### config.mk
export PLATFORM = sky130hd
export DESIGN_NAME = pc_sequencer_flat
export DESIGN_NICKNAME = d
export VERILOG_FILES = /design/src/rtl/mips_pkg.sv /design/src/rtl/pc_sequencer_if.sv /design/src/rtl/pc_sequencer_adder.sv /design/src/rtl/pc_sequencer.sv /design/src/flat_wrapper.sv
export SDC_FILE = /design/constraint.sdc
export NUM_CORES = 1
export LEC_CHECK = 0
export CAP_MARGIN = 20
export CORE_UTILIZATION = 40
export DETAILED_ROUTE_END_ITERATION = 16
export GPL_ROUTABILITY_DRIVEN = 0
export HOLD_SLACK_MARGIN = 0.06
export PLACE_DENSITY = 0.81
export SLEW_MARGIN = 25
export SYNTH_ARGS = -nofsm -noshare
export SYNTH_HDL_FRONTEND = slang
export SYNTH_SLANG_ARGS = --single-unit
### constraint.sdc
create_clock -name clk -period 4.4 [get_ports clk]
set_clock_uncertainty 0.15 [all_clocks]
set_input_delay 0.88 -clock clk [delete_from_list [all_inputs] [get_ports clk]]
set_output_delay 0.88 -clock clk [all_outputs]
set_load 0.1 [all_outputs]
### src/rtl/mips_pkg.sv
// ---------------------------------------------------------------------------
// mips_pkg
// Shared definitions for the fetch-side PC logic.
//   PC_WIDTH     : width of every program-counter quantity
//   pc_state_t   : sequencer states BOOT / RUN / HALT
//   jump_target  : builds the J/JAL destination from pc+4 and the index field
// ---------------------------------------------------------------------------
package mips_pkg;

  localparam int PC_WIDTH = 32;

  typedef enum logic [1:0] {
    BOOT = 2'd0,
    RUN  = 2'd1,
    HALT = 2'd2
  } pc_state_t;

  // J-format destination: keep the 256 MB region of the delay-slot address
  // and drop the word index in below it.
  function automatic logic [PC_WIDTH-1:0] jump_target(
    input logic [PC_WIDTH-1:0] pc_plus4,
    input logic [25:0]         index
  );
    return {pc_plus4[31:28], index, 2'b00};
  endfunction

endpackage

### src/rtl/pc_sequencer_if.sv
// ---------------------------------------------------------------------------
// pc_sequencer_if
// Control/fetch bundle between the instruction-decode side and the PC
// sequencer.
//   stall_i, branch_taken_i, branch_offset_i[31:0], jump_i, jump_index_i[25:0],
//   jr_i, jr_target_i[31:0], halt_i        : control towards the sequencer
//   pc_o[31:0], pc_plus4_o[31:0], fetch_valid_o, halted_o : fetch status back
//   misalign_trap_o, epc_o[31:0]           : only with PC_MISALIGN_TRAP_EN
// Modports: master = decode/controller side, slave = pc_sequencer.
// Optional feature macro: PC_MISALIGN_TRAP_EN
// ---------------------------------------------------------------------------
interface pc_sequencer_if;

  logic        stall_i;
  logic        branch_taken_i;
  logic [31:0] branch_offset_i;
  logic        jump_i;
  logic [25:0] jump_index_i;
  logic        jr_i;
  logic [31:0] jr_target_i;
  logic        halt_i;

  logic [31:0] pc_o;
  logic [31:0] pc_plus4_o;
  logic        fetch_valid_o;
  logic        halted_o;

`ifdef PC_MISALIGN_TRAP_EN
  logic        misalign_trap_o;
  logic [31:0] epc_o;

  modport master (
    output stall_i, branch_taken_i, branch_offset_i, jump_i, jump_index_i,
           jr_i, jr_target_i, halt_i,
    input  pc_o, pc_plus4_o, fetch_valid_o, halted_o, misalign_trap_o, epc_o
  );

  modport slave (
    input  stall_i, branch_taken_i, branch_offset_i, jump_i, jump_index_i,
           jr_i, jr_target_i, halt_i,
    output pc_o, pc_plus4_o, fetch_valid_o, halted_o, misalign_trap_o, epc_o
  );
`else
  modport master (
    output stall_i, branch_taken_i, branch_offset_i, jump_i, jump_index_i,
           jr_i, jr_target_i, halt_i,
    input  pc_o, pc_plus4_o, fetch_valid_o, halted_o
  );

  modport slave (
    input  stall_i, branch_taken_i, branch_offset_i, jump_i, jump_index_i,
           jr_i, jr_target_i, halt_i,
    output pc_o, pc_plus4_o, fetch_valid_o, halted_o
  );
`endif

endinterface

### src/rtl/pc_sequencer_adder.sv
// ---------------------------------------------------------------------------
// pc_sequencer_adder
// Plain 32-bit adder used for both pc+4 and the branch target.
//   a_i[31:0], b_i[31:0] : operands
//   sum_o[31:0]          : (a_i + b_i) mod 2^32, carry-out discarded
// ---------------------------------------------------------------------------
module pc_sequencer_adder (
  input  logic [31:0] a_i,
  input  logic [31:0] b_i,
  output logic [31:0] sum_o
);

  assign sum_o = a_i + b_i;

endmodule

### src/rtl/pc_sequencer.sv
// ---------------------------------------------------------------------------
// pc_sequencer
// Program-counter sequencer for the fetch stage. After reset it spends one
// cycle in BOOT, then fetches sequentially in RUN, following jr / jump /
// branch redirects (in that priority) one edge after they are sampled, and
// parks in HALT when halt is seen until the next reset.
//   clk            : rising-edge clock
//   reset          : synchronous active-high reset, beats every other input
//   bus (slave)    : control inputs and pc / pc_plus4 / fetch_valid / halted
// Parameters: RESET_VECTOR (pc after reset), EXC_VECTOR (trap destination).
// Optional feature macro: PC_MISALIGN_TRAP_EN -- a jr to a non-word-aligned
// target redirects to EXC_VECTOR, records the faulting pc in epc and pulses
// misalign_trap. Without it the low target bits are simply ignored.
// ---------------------------------------------------------------------------
module pc_sequencer
  import mips_pkg::*;
#(
  parameter logic [PC_WIDTH-1:0] RESET_VECTOR = 32'h0000_0000,
  parameter logic [PC_WIDTH-1:0] EXC_VECTOR   = 32'h0000_0080
) (
  input  logic           clk,
  input  logic           reset,
  pc_sequencer_if.slave  bus
);

  pc_state_t           state_q;
  logic [PC_WIDTH-1:0] pc_q;
  logic [PC_WIDTH-1:0] pc_d;
  logic                fetch_valid_q;
  logic                halted_q;

  logic [PC_WIDTH-1:0] pc_plus4;
  logic [PC_WIDTH-1:0] branch_offset_shifted;
  logic [PC_WIDTH-1:0] branch_target;

`ifdef PC_MISALIGN_TRAP_EN
  logic                trap_d;
  logic                misalign_trap_q;
  logic [PC_WIDTH-1:0] epc_q;
`endif

  // Bits that are architecturally dropped: the top two offset bits fall off
  // the <<2, and without the trap the jr low bits and EXC_VECTOR do nothing.
  logic unused_bits;
`ifdef PC_MISALIGN_TRAP_EN
  assign unused_bits = ^bus.branch_offset_i[31:30];
`else
  assign unused_bits = ^{bus.branch_offset_i[31:30], bus.jr_target_i[1:0],
                         EXC_VECTOR};
`endif

  assign branch_offset_shifted = {bus.branch_offset_i[29:0], 2'b00};

  pc_sequencer_adder u_pc_plus4 (
    .a_i   (pc_q),
    .b_i   (32'd4),
    .sum_o (pc_plus4)
  );

  // Branches are relative to the delay-slot address, hence pc_plus4 here.
  pc_sequencer_adder u_branch_target (
    .a_i   (pc_plus4),
    .b_i   (branch_offset_shifted),
    .sum_o (branch_target)
  );

  // Candidate next pc for an un-stalled, non-halting RUN cycle.
  always_comb begin
    pc_d = pc_plus4;
`ifdef PC_MISALIGN_TRAP_EN
    trap_d = 1'b0;
`endif
    if (bus.jr_i) begin
`ifdef PC_MISALIGN_TRAP_EN
      if (bus.jr_target_i[1:0] != 2'b00) begin
        pc_d   = EXC_VECTOR;
        trap_d = 1'b1;
      end else begin
        pc_d = bus.jr_target_i;
      end
`else
      pc_d = {bus.jr_target_i[31:2], 2'b00};
`endif
    end else if (bus.jump_i) begin
      pc_d = jump_target(pc_plus4, bus.jump_index_i);
    end else if (bus.branch_taken_i) begin
      pc_d = branch_target;
    end
  end

  // Sequencer FSM with registered status outputs. BOOT and HALT ignore all
  // control inputs; in RUN a stall freezes everything for that cycle.
  always_ff @(posedge clk) begin
    if (reset) begin
      state_q         <= BOOT;
      pc_q            <= RESET_VECTOR;
      fetch_valid_q   <= 1'b0;
      halted_q        <= 1'b0;
`ifdef PC_MISALIGN_TRAP_EN
      misalign_trap_q <= 1'b0;
      epc_q           <= '0;
`endif
    end else begin
`ifdef PC_MISALIGN_TRAP_EN
      // The trap flag is a single-cycle event, so it drops by default.
      misalign_trap_q <= 1'b0;
`endif
      case (state_q)
        BOOT: begin
          state_q       <= RUN;
          fetch_valid_q <= 1'b1;
        end
        RUN: begin
          if (!bus.stall_i) begin
            if (bus.halt_i) begin
              state_q       <= HALT;
              fetch_valid_q <= 1'b0;
              halted_q      <= 1'b1;
            end else begin
              pc_q <= pc_d;
`ifdef PC_MISALIGN_TRAP_EN
              if (trap_d) begin
                misalign_trap_q <= 1'b1;
                epc_q           <= pc_q;
              end
`endif
            end
          end
        end
        HALT: begin
          state_q <= HALT;
        end
        default: begin
          state_q       <= BOOT;
          fetch_valid_q <= 1'b0;
          halted_q      <= 1'b0;
        end
      endcase
    end
  end

  assign bus.pc_o          = pc_q;
  assign bus.pc_plus4_o    = pc_plus4;
  assign bus.fetch_valid_o = fetch_valid_q;
  assign bus.halted_o      = halted_q;
`ifdef PC_MISALIGN_TRAP_EN
  assign bus.misalign_trap_o = misalign_trap_q;
  assign bus.epc_o           = epc_q;
`endif

endmodule
### src/flat_wrapper.sv
// flat-port wrapper written by rule: the top's interface ports become plain ports
module pc_sequencer_flat import mips_pkg::*;
#(
  parameter logic [PC_WIDTH-1:0] RESET_VECTOR = 32'h0000_0000,
  parameter logic [PC_WIDTH-1:0] EXC_VECTOR   = 32'h0000_0080
)
  (clk, reset, bus_stall_i, bus_branch_taken_i, bus_branch_offset_i, bus_jump_i, bus_jump_index_i, bus_jr_i, bus_jr_target_i, bus_halt_i, bus_pc_o, bus_pc_plus4_o, bus_fetch_valid_o, bus_halted_o);
  pc_sequencer_if bus_i ();
  input  logic clk;
  input  logic reset;
  input wire logic [$bits(bus_i.stall_i)-1:0] bus_stall_i;
  input wire logic [$bits(bus_i.branch_taken_i)-1:0] bus_branch_taken_i;
  input wire logic [$bits(bus_i.branch_offset_i)-1:0] bus_branch_offset_i;
  input wire logic [$bits(bus_i.jump_i)-1:0] bus_jump_i;
  input wire logic [$bits(bus_i.jump_index_i)-1:0] bus_jump_index_i;
  input wire logic [$bits(bus_i.jr_i)-1:0] bus_jr_i;
  input wire logic [$bits(bus_i.jr_target_i)-1:0] bus_jr_target_i;
  input wire logic [$bits(bus_i.halt_i)-1:0] bus_halt_i;
  output wire logic [$bits(bus_i.pc_o)-1:0] bus_pc_o;
  output wire logic [$bits(bus_i.pc_plus4_o)-1:0] bus_pc_plus4_o;
  output wire logic [$bits(bus_i.fetch_valid_o)-1:0] bus_fetch_valid_o;
  output wire logic [$bits(bus_i.halted_o)-1:0] bus_halted_o;
  assign bus_i.stall_i = bus_stall_i;
  assign bus_i.branch_taken_i = bus_branch_taken_i;
  assign bus_i.branch_offset_i = bus_branch_offset_i;
  assign bus_i.jump_i = bus_jump_i;
  assign bus_i.jump_index_i = bus_jump_index_i;
  assign bus_i.jr_i = bus_jr_i;
  assign bus_i.jr_target_i = bus_jr_target_i;
  assign bus_i.halt_i = bus_halt_i;
  assign bus_pc_o = bus_i.pc_o;
  assign bus_pc_plus4_o = bus_i.pc_plus4_o;
  assign bus_fetch_valid_o = bus_i.fetch_valid_o;
  assign bus_halted_o = bus_i.halted_o;
  pc_sequencer #(.RESET_VECTOR(RESET_VECTOR), .EXC_VECTOR(EXC_VECTOR)) u_core (.clk(clk), .reset(reset), .bus(bus_i));
endmodule
==> impl_metrics.toml <==
[run_status]
status = "finished clean"

[detailed_routing]
dr_total_vias = 5549
drcViolationCount = 0
vias_per_cell = 6.186
firstDrtPassIters = 7
drt_iter0_markers = 451
drt-total-wl_um = 17210
ant_nets = 0
routedWlPerCell_um = 19.19

[power_and_ir_drop]
irDropWorstVdd_mv = 0.1972
p_per_area_mw_per_mm2 = 329.6
leakage_nw = 2.683
p_total_w = 0.002192

[timing]
rsz0062_at_grt = "false"
finalHoldViolations = 0
worst_slew_pin_slew_ns = 1.035
fin_ws_ns = 0.2356
slew_violations = 0
fin_crit_ns = 4.164
setup_viol = 0
fin_setup_tns_ns = 0
max_freq_mhz = 240.1
relSlewSlack_pct = 30.81
post-route-period-util_pct = 94.65

[cts]
cts.sinks = 34
cts_root_buf = "clkbuf_8"
cts_buffer_depth = 2
clkTransAtPathRegs_ns = 0.09
cts_buffers = 5
holdBufCountCts = 0
worstSkewPairLatency_ns = 0.31
cts_tree = "done"
cts.htree.levels = 2

[worst_setup_path]
max_stage_delay_ns = 0.40
r2r_slack_ns = 0.24
crit_slowest_cell = "dfxtp_4"
worstPathCellList = "and4_1 -> nand3_1 -> nor2_4 -> nand3_1 -> xnor2_4 -> ha_1 -> nand4_1 -> nor3_2 -> nand4_1 -> a21oi_1 -> a2111oi_4 -> nor4_2 -> mux2i_1 -> a211oi_2"
critPathKind = "reg -> reg"
crit_arrival_ns = 4.18
critPathTopFamily = "simple AND/OR/NAND/NOR gates"
cp-start-kind = "flop"
end_kind = "flop"
crit_required_ns = 4.41
crit_fanout = 7
cp.buffers_inverters = 0

[die]
die_w_um = 106.8
dieArea_mm2 = 0.01140
coreArea_mm2 = 0.01046
die_y_um = 106.8
initial_utilization_pct = 41.95
rows = 37
ios = 163

[synth]
yosysTopAreaCell = "dfxtp_1"
synth.distinct_cells = 69
synthTopCellsByCount = "nand2_1 (64), nor2_1 (64), a21oi_1 (53), o21ai_0 (53), ha_1 (40)"
synth_ff_type = "dfxtp_1"
syn_inst = 611
async_flop_share_pct = 0
synth_edf_count = 0
netlist.area_leader.share_pct = 15.51
yosys_warnings = 0
yosysSeqAreaShare_pct = 15.51
syn-mean-instance-area_um2 = 7.184
synth-seq-cells = 34
mappedNetlistArea_mm2 = 0.004389
synthTopCellsByArea = "dfxtp_1 (16%), ha_1 (11%), a21oi_1 (6.0%), o21ai_0 (6.0%), nand2_1 (5.5%)"

[global_routing]
grt_usage_pct = 29.72
grt_max_degree = 29
grt_pass1_vias = 5313
antenna_found_initial = 0
overflow = 0
grt_pass1_wl_um = 26730

[finish]
fillCellCount = 903
area_growth_pct = 51.51
fin_area_mm2 = 0.006650
fin_nets = 898
insertedDiodeCount = 0
multi_input_area_mm2 = 0.003953
layout-drive-gt1-share_pct = 15.77
register_area_um2 = 748.2

[place]
placed_area_mm2 = 0.006516
io_buffers = 154
dpl_worst_slack_ns = 0.2582
hpwl_um = 13410

[worst_hold_path]
hold_path.class = "reg -> reg"

[flow_run]
cap_viol_max_count = 0
worst paths after layout:
path                                    startpoint                  end  cells past startpoint
worst max-delay path            u_core.bus.pc_o[4]  u_core.bus.pc_o[31]                     14
worst min-delay path             u_core.state_q[1]    u_core.state_q[1]                      2
worst max register to register  u_core.bus.pc_o[4]  u_core.bus.pc_o[31]                     14
worst min register to register   u_core.state_q[1]    u_core.state_q[1]                      2
power breakdown:
part | internal, W | switching (W)
sequential | 0.000360 | 0.0000874
clock | 0.000182 | 0.000145
combinational | 0.000452 | 0.000965
total | 0.000994 | 0.00120
stage by stage:
stage / utilization (%) / hold slack [ns] / cells
global placement: 62.28 / 0.3069 / 889
finish: 63.56 / 0.3397 / 897
floorplan: - / 0.2986 / 614
detailed placement: 62.28 / 0.3220 / 889
global route: 63.56 / 0.3789 / 897
CTS: 63.50 / 0.3354 / 897
per-layer routing:
layer	global-route usage (%)	up-vias	wire length [um]
met1	38.37	2593	6998
li1	-	2567	-
met3	3.647	59	1479
met2	49.54	330	8049
met5	0	-	0
met4	13.11	0	688
cells by family after synthesis:
| group | Yosys count | synth area share (%) |
|---|---|---|
| buffers and inverters | 44 | 4.190 |
| other | 1 | 0.08544 |
| AOI/OAI and AO/OA | 204 | 30.90 |
| muxes | 8 | 1.853 |
| adders and majority gates | 41 | 11.86 |
| DFF | 34 | 15.51 |
| xor gates and xnor gates | 49 | 10.12 |
| and+or+nand+nor | 230 | 25.48 |
cell usage in the layout, fill, tap and decap left out, types with 4 or more instances in the layout:
cell | synthesis | layout
o211ai_1 | 10 | 10
ha_1 | 40 | 40
buf_4 | 4 | 42
a221o_1 | 7 | 7
dfxtp_4 | 0 | 16
and3_1 | 4 | 4
nor2_1 | 64 | 63
or3_1 | 8 | 8
xnor2_2 | 0 | 8
a31o_2 | 4 | 4
xor2_1 | 24 | 13
and4_1 | 4 | 4
nor3_1 | 22 | 21
a21o_1 | 10 | 10
nand4_1 | 17 | 17
nand2b_1 | 6 | 6
o21a_1 | 8 | 8
o22ai_1 | 4 | 4
nand3_1 | 24 | 24
xor2_4 | 0 | 9
xnor2_4 | 0 | 8
dfxtp_2 | 0 | 6
dfxtp_1 | 34 | 12
clkdlybuf4s50_1 | 0 | 129
inv_1 | 11 | 11
mux2i_1 | 7 | 7
xnor2_1 | 23 | 7
a221oi_1 | 5 | 5
o21ai_0 | 53 | 53
nand2_1 | 64 | 64
xor2_2 | 2 | 4
clkbuf_8 | 0 | 5
a21oi_1 | 53 | 52
a31oi_1 | 7 | 7
a211oi_1 | 10 | 10
conb_1 | 1 | 4
state kept, by name, summed over array words and instances (netlist names):
name,cells
u_core.bus.pc_o,30
u_core.state_q,2
u_core.bus.fetch_valid_o,1
u_core.bus.halted_o,1
tightest hold or removal path: stages (launching register included):
cell     delay (ns)
dfxtp_1        0.33
nand2_1        0.06
a21oi_1        0.05
repair_timing:
item,CTS,global route
endpoints found under the setup margin,0,1
gates resized for setup,0,1
buffers inserted,0,0
final cells by class:
type                    instances  share of cell area [%]
multi-input cells             536                   59.44
repair buffers                171                   24.16
clock buffers                   7                   1.787
well taps                     136                   2.559
inverters                      12                  0.6773
flip-flops and latches         34                   11.25
clock inverters                 1                  0.1317
Note: power is estimated with default switching activity, not from simulation.
